File: config.mk
export PLATFORM = sky130hd
export DESIGN_NAME = mem_op_ingress
export DESIGN_NICKNAME = d
export VERILOG_FILES = /design/src/rtl/mem_op_ingress.sv
export SDC_FILE = /design/constraint.sdc
export NUM_CORES = 2
export LEC_CHECK = 0
export BUFFER_PORTS_ARGS = -buffer_cell sky130_fd_sc_hd__buf_2
export CAP_MARGIN = 20
export CORE_UTILIZATION = 56
export DETAILED_ROUTE_END_ITERATION = 10
export GPL_ROUTABILITY_DRIVEN = 0
export GPL_TIMING_DRIVEN = 1
export PLACE_DENSITY = 0.76
export SYNTH_ARGS = -nofsm -noshare
export SYNTH_HDL_FRONTEND = slang
export SYNTH_SLANG_ARGS = --single-unit
File: constraint.sdc
create_clock -name clock -period 11.3 [get_ports clock]
set_input_delay 1.13 -clock clock [delete_from_list [all_inputs] [get_ports clock]]
set_output_delay 1.13 -clock clock [all_outputs]
set_load 0.1 [all_outputs]
File: src/rtl/mem_op_ingress.sv
// Ingress front end for the DDR memory-model FSM: merges ring requests and resends
// into one memory-op queue, and packs 32-bit flush words into 128-bit write beats.

module mem_op_ingress_fifo #(
  parameter int DEPTH = 16,
  parameter int WIDTH = 36
) (
  input  logic                     clock,
  input  logic                     reset,
  input  logic                     push_i,
  input  logic [WIDTH-1:0]         push_data_i,
  input  logic                     pop_i,
  output logic                     empty_o,
  output logic                     full_o,
  output logic [$clog2(DEPTH):0]   count_o,
  output logic [WIDTH-1:0]         head_o
);
  localparam int AW = $clog2(DEPTH);
  localparam logic [AW:0]   FULL_CNT = (AW+1)'(DEPTH);
  localparam logic [AW:0]   CNT_ONE  = (AW+1)'(1);
  localparam logic [AW-1:0] PTR_ONE  = AW'(1);

  logic [WIDTH-1:0] mem_q [DEPTH];
  logic [AW-1:0]    wr_ptr_q, rd_ptr_q;
  logic [AW:0]      count_q;
  logic             push_ok, pop_ok;

  assign empty_o = (count_q == '0);
  assign full_o  = (count_q == FULL_CNT);
  assign count_o = count_q;
  assign push_ok = push_i & ~full_o;
  assign pop_ok  = pop_i & ~empty_o;
  // Fall-through head; stale storage is masked so an empty queue reads as zero.
  assign head_o  = empty_o ? '0 : mem_q[rd_ptr_q];

  always_ff @(posedge clock or negedge reset) begin
    if (!reset) begin
      wr_ptr_q <= '0;
      rd_ptr_q <= '0;
      count_q  <= '0;
    end else begin
      if (push_ok) wr_ptr_q <= wr_ptr_q + PTR_ONE;
      if (pop_ok)  rd_ptr_q <= rd_ptr_q + PTR_ONE;
      case ({push_ok, pop_ok})
        2'b10:   count_q <= count_q + CNT_ONE;
        2'b01:   count_q <= count_q - CNT_ONE;
        default: count_q <= count_q;
      endcase
    end
  end

  always_ff @(posedge clock) begin
    if (push_ok) mem_q[wr_ptr_q] <= push_data_i;
  end
endmodule

module mem_op_ingress #(
  parameter int MOQ_DEPTH = 16,
  parameter int WDQ_DEPTH = 16
) (
  input  logic         clock,
  input  logic         reset,
  input  logic         reqValid,
  input  logic [3:0]   reqDest,
  input  logic [31:0]  reqData,
  output logic         reqAccept,
  input  logic         wdValid,
  input  logic [31:0]  wdWord,
  output logic         wdAccept,
  input  logic         resendValid,
  input  logic [39:0]  resendIn,
  output logic         rdResend,
  output logic         memOpQempty,
  input  logic         rdMemOp,
  output logic [3:0]   memOpDest,
  output logic [31:0]  memOpData,
  output logic         writeDataQempty,
  input  logic         rdWriteData,
  output logic [127:0] writeDataIn
);
  localparam int MAW = $clog2(MOQ_DEPTH);
  localparam int WAW = $clog2(WDQ_DEPTH);
  localparam logic [WAW:0] WDQ_RES_LIMIT = (WAW+1)'(WDQ_DEPTH - 2);

  typedef enum logic {IDLE, COLLECT} state_t;

  state_t        state_q, state_d;
  logic [2:0]    word_cnt_q, word_cnt_d;
  logic [95:0]   pack_q, pack_d;

  logic          moq_full, moq_push;
  logic [35:0]   moq_push_data, moq_head;
  logic [MAW:0]  moq_count_unused;
  logic          wdq_full, wdq_push;
  logic [WAW:0]  wdq_count;
  logic          unused_resend_type;

  assign unused_resend_type = ^resendIn[35:32];

  // Resend wins the MOQ slot; a flush needs two WDQ beats reserved before acceptance.
  assign rdResend  = resendValid & ~moq_full;
  assign reqAccept = (state_q == IDLE) & ~resendValid & ~moq_full & (wdq_count <= WDQ_RES_LIMIT);
  assign wdAccept  = (state_q == COLLECT);

  assign moq_push      = rdResend | (reqValid & reqAccept);
  assign moq_push_data = rdResend ? {resendIn[39:36], resendIn[31:0]} : {reqDest, reqData};

  always_comb begin
    state_d    = state_q;
    word_cnt_d = word_cnt_q;
    pack_d     = pack_q;
    wdq_push   = 1'b0;
    case (state_q)
      IDLE: begin
        if (reqValid && reqAccept && !reqData[28]) begin
          state_d    = COLLECT;
          word_cnt_d = 3'd0;
        end
      end
      COLLECT: begin
        if (wdValid) begin
          word_cnt_d = word_cnt_q + 3'd1;
          for (int l = 0; l < 3; l++) begin
            if (word_cnt_q[1:0] == 2'(l)) pack_d[l*32 +: 32] = wdWord;
          end
          if (word_cnt_q[1:0] == 2'd3) wdq_push = 1'b1;
          if (word_cnt_q == 3'd7)      state_d  = IDLE;
        end
      end
      default: state_d = IDLE;
    endcase
  end

  always_ff @(posedge clock or negedge reset) begin
    if (!reset) begin
      state_q    <= IDLE;
      word_cnt_q <= 3'd0;
      pack_q     <= '0;
    end else begin
      state_q    <= state_d;
      word_cnt_q <= word_cnt_d;
      pack_q     <= pack_d;
    end
  end

  mem_op_ingress_fifo #(.DEPTH(MOQ_DEPTH), .WIDTH(36)) u_moq (
    .clock       (clock),
    .reset       (reset),
    .push_i      (moq_push),
    .push_data_i (moq_push_data),
    .pop_i       (rdMemOp),
    .empty_o     (memOpQempty),
    .full_o      (moq_full),
    .count_o     (moq_count_unused),
    .head_o      (moq_head)
  );

  mem_op_ingress_fifo #(.DEPTH(WDQ_DEPTH), .WIDTH(128)) u_wdq (
    .clock       (clock),
    .reset       (reset),
    .push_i      (wdq_push),
    .push_data_i ({wdWord, pack_q}),
    .pop_i       (rdWriteData),
    .empty_o     (writeDataQempty),
    .full_o      (wdq_full),
    .count_o     (wdq_count),
    .head_o      (writeDataIn)
  );

  assign memOpDest = moq_head[35:32];
  assign memOpData = moq_head[31:0];

  logic unused_wdq_full;
  assign unused_wdq_full = wdq_full;
endmodule

==> summary.txt <==
Status
  • Status: finished, final reports clean

Floorplanning
  • Initial core utilization: 56.6%
  • Die area: 190000 µm²
  • Num ports: 284
  • Core area: 186000 µm²
  • Row Count: 158
  • Die Ht: 436 µm
  • Die width: 436 µm

Routing
  • WL per Instance: 30.8 µm
  • DR pass1 iterations: 7
  • Initial drt markers: 6732
  • Drc violations: 0
  • Via density: 6.51
  • Antenna Nets Post-Route: 0
  • Final WL: 255 mm
  • Via count: 53800

Yosys
  • Adder-cell area share of the yosys netlist: 0.280%
  • Multiplexer share of the synthesized area: 14.8%
  • YS warnings: 0
  • Largest family of logic cells by synthesized area: multiplexers
  • Number of flops mapped to enable cells by yosys: 2624
  • Synth Instances: 5187
  • Part of the Yosys area used for sequential elements: 77.8%
  • Net Count, Synth: 5325
  • Asr flop ratio synth: 4.58%
  • Number of synthesized register bits: 2750
  • Top FF cell, synth: edfxtp_1
  • Synthesized cell area: 105000 µm²
  • Unique masters post-synth: 45
  • Simple-gate share of the synthesized area: 1.19%
  • Compound-Gate Fraction of Synth Area: 4.42%
  • Post-Syn Area per Cell: 20.3 µm²
  • Synth Area in XOR/XNOR: 0.175%

Clocking
  • Hold_buf cts: 0
  • H-tree lvl count: 5
  • Setup Fix Bufs, Post-CTS: 0
  • CTS clock-pin slew for the worst setup and hold paths: 0.06 ns
  • CTS root buf: clkbuf_16
  • Clock sink count: 2750
  • Number of CTS-inserted buffers: 281
  • Resize count post-CTS: 0
  • CTS tree: done
  • Worst-Skew Late Latency: 0.94 ns
  • Max Root-Sink Buffers: 4

Timing
  • Fmax: 147 MHz
  • Setup violations, final: 0
  • Post-Route Skew: 0.102 ns
  • Setup tns final: 0 ns
  • Unrepaired setup endpoints after global routing: false
  • Final Hold Vio Count: 0
  • Tmin final: 6.80 ns
  • Final period util: 60.2%
  • Slew Viols, Final: 0
  • Slew HR: 18.9%
  • Worst-margin pin slew: 1.22 ns

Setup path
  • Worst-path fanout max: 133
  • Critical setup path kind: reg -> out
  • Cells on worst reg2reg path: 7
  • Critical path's top delay family: buffers and inverters
  • CP required: 10.17 ns
  • CP cell instances: buf_12 > buf_4 > mux2i_1 > a22oi_1 > nand2_1 > o21ai_0 > buf_2
  • Register-to-register path setup slack: 6.97 ns
  • Reg-to-reg endpoint: u_wdq.mem_q[12][90]
  • Crit path buf inv count: 3
  • Startpoint Class: flip-flop
  • Slowest cell on the critical path: dfrtp_4
  • R2r startpoint: word_cnt_q[0]
  • CP Capture Type: output port
  • Max stage delay on crit path: 1.10 ns
  • Crit path DAT: 5.67 ns

Global route
  • First-pass GRT wire length: 365 mm
  • Vias in the first global route: 54500
  • Initial antenna violation count: 32
  • Overall global routing resource usage: 26.6%
  • Maximum number of pins on one net before global-route repair: 134
  • GR Overflow Total: 0

Place
  • Post-DP HPWL: 128 mm
  • # port buffers: 279

Finish
  • Final Util: 63.8%
  • Final nets: 5710
  • Share of cells above drive strength 1: 22.3%
  • Layout area overhead: 12.7%

Pwr
  • Final Power: 0.0359 W
  • Static Leak: 40.2 nW
  • Peak supply drop: 0.448 mV
  • Pwr/cell area: 303 nW/µm²

Min path
  • Tightest Hold Check Type: in -> async

Run
  • Max-cap violation count: 0
layout by cell type (no fill, tap or decap), types with 22 or more instances in the layout:
cell type	instances
a22oi_1	489
buf_2	278
buf_4	104
clkbuf_1	63
clkbuf_16	293
clkinv_1	40
clkinv_2	36
dfrtp_1	120
edfxtp_1	2624
ha_1	22
mux2_2	108
mux2_4	23
mux2i_1	657
mux4_2	328
nand2_1	191
o21ai_0	169
per-layer routing:
metal	vias up	wire length (µm)	track usage [%]	share of wire, %
met5	-	97	0	0.038
met4	16	10200	11.3	4.0
met3	520	26200	5.88	10
li1	22100	-	-	-
met2	3071	123000	42.2	48
met1	28200	95200	35.9	37
worst max path at each step:
stage | startpoint | to | cells after the start
floorplan | wdValid | u_wdq.mem_q[2][0] | 4
global placement | u_wdq.rd_ptr_q[3] | writeDataIn[63] | 7
detailed placement | u_wdq.rd_ptr_q[3] | writeDataIn[61] | 7
CTS | u_wdq.rd_ptr_q[3] | writeDataIn[61] | 7
global route | u_wdq.rd_ptr_q[3] | writeDataIn[53] | 7
finish | u_wdq.rd_ptr_q[3] | writeDataIn[53] | 7
worst reg2reg max path, stage by stage (launching register included):
cell and delay [ns]:
dfrtp_1 0.41, ha_1 0.20, nand3_1 0.10, a21oi_1 0.55
nand2_1 0.39, nor2_4 0.67, buf_4 0.78, buf_4 0.88
sequential cells by signal, indices dropped and copies added, names as in the netlist:
name and flops:
u_moq.rd_ptr_q 4, word_cnt_q 3, u_moq.mem_q 576, u_wdq.rd_ptr_q 4
pack_q 96, u_moq.wr_ptr_q 4, u_wdq.wr_ptr_q 4, u_wdq.count_o 5
u_wdq.mem_q 2048, u_moq.count_o 5, wdAccept 1
area by class of cell:
| cell class | count | area (µm²) |
|---|---|---|
| well taps | 2480 | 3100 |
| diodes | 21 | 52.6 |
| clock buffers | 373 | 7800 |
| multi-input cells | 2128 | 22200 |
| flip-flops and latches | 2750 | 82000 |
| inverters | 17 | 63.8 |
| repair buffers | 394 | 2420 |
| fillers | 12000 | 67400 |
| clock inverters | 108 | 1010 |
where the power goes:
part / switching [W] / total [W] / internal [W]
logic: 0.00981 / 0.0132 / 0.00337
registers: 0.00113 / 0.0138 / 0.0126
clock network: 0.00368 / 0.00894 / 0.00527
total: 0.0146 / 0.0359 / 0.0213
logic make-up after synthesis:
family | Yosys count
compound gates | 680
xor+xnor | 21
fa+ha+maj | 23
buf+inv | 309
flops | 2750
mux | 1122
simple gates | 282
Yosys cell counts (all sizes together) (2+ instances only):
cell       n  share of area [%]
o21ai    174               0.83
o31ai      2              0.014
a22oi    489                3.5
nand3      6              0.029
nor3       9              0.043
edfxtp  2624                 75
nor2b      9              0.053
ha        22               0.26
dfrtp    126                3.0
xnor2     13               0.11
nor4       3              0.046
mux2i    657                6.2
nand4      5              0.030
and3      16              0.095
xor2       8              0.067
and2       5              0.030
nand2    194               0.69
nand2b     7              0.042
mux2     137                1.5
nor3b      3              0.021
a21o       2              0.014
nor2      20              0.071
inv       17              0.061
clkbuf   125               0.45
buf      167               0.79
a21oi      9              0.050
mux4     328                7.0
nand3b     2              0.014
stage by stage:
stage	area, µm²	hold slack, ns	cells	worst slack (ns)
2_1_floorplan	105000	0.490	5187	0.0385
3_3_place_gp	110000	0.524	7763	5.58
3_5_place_dp	110000	0.536	7766	5.48
4_1_cts	119000	0.0584	8247	4.47
5_1_grt	119000	0.0850	8259	4.30
6_report	119000	0.102	8271	4.50
Note: power is estimated with default switching activity, not from simulation.
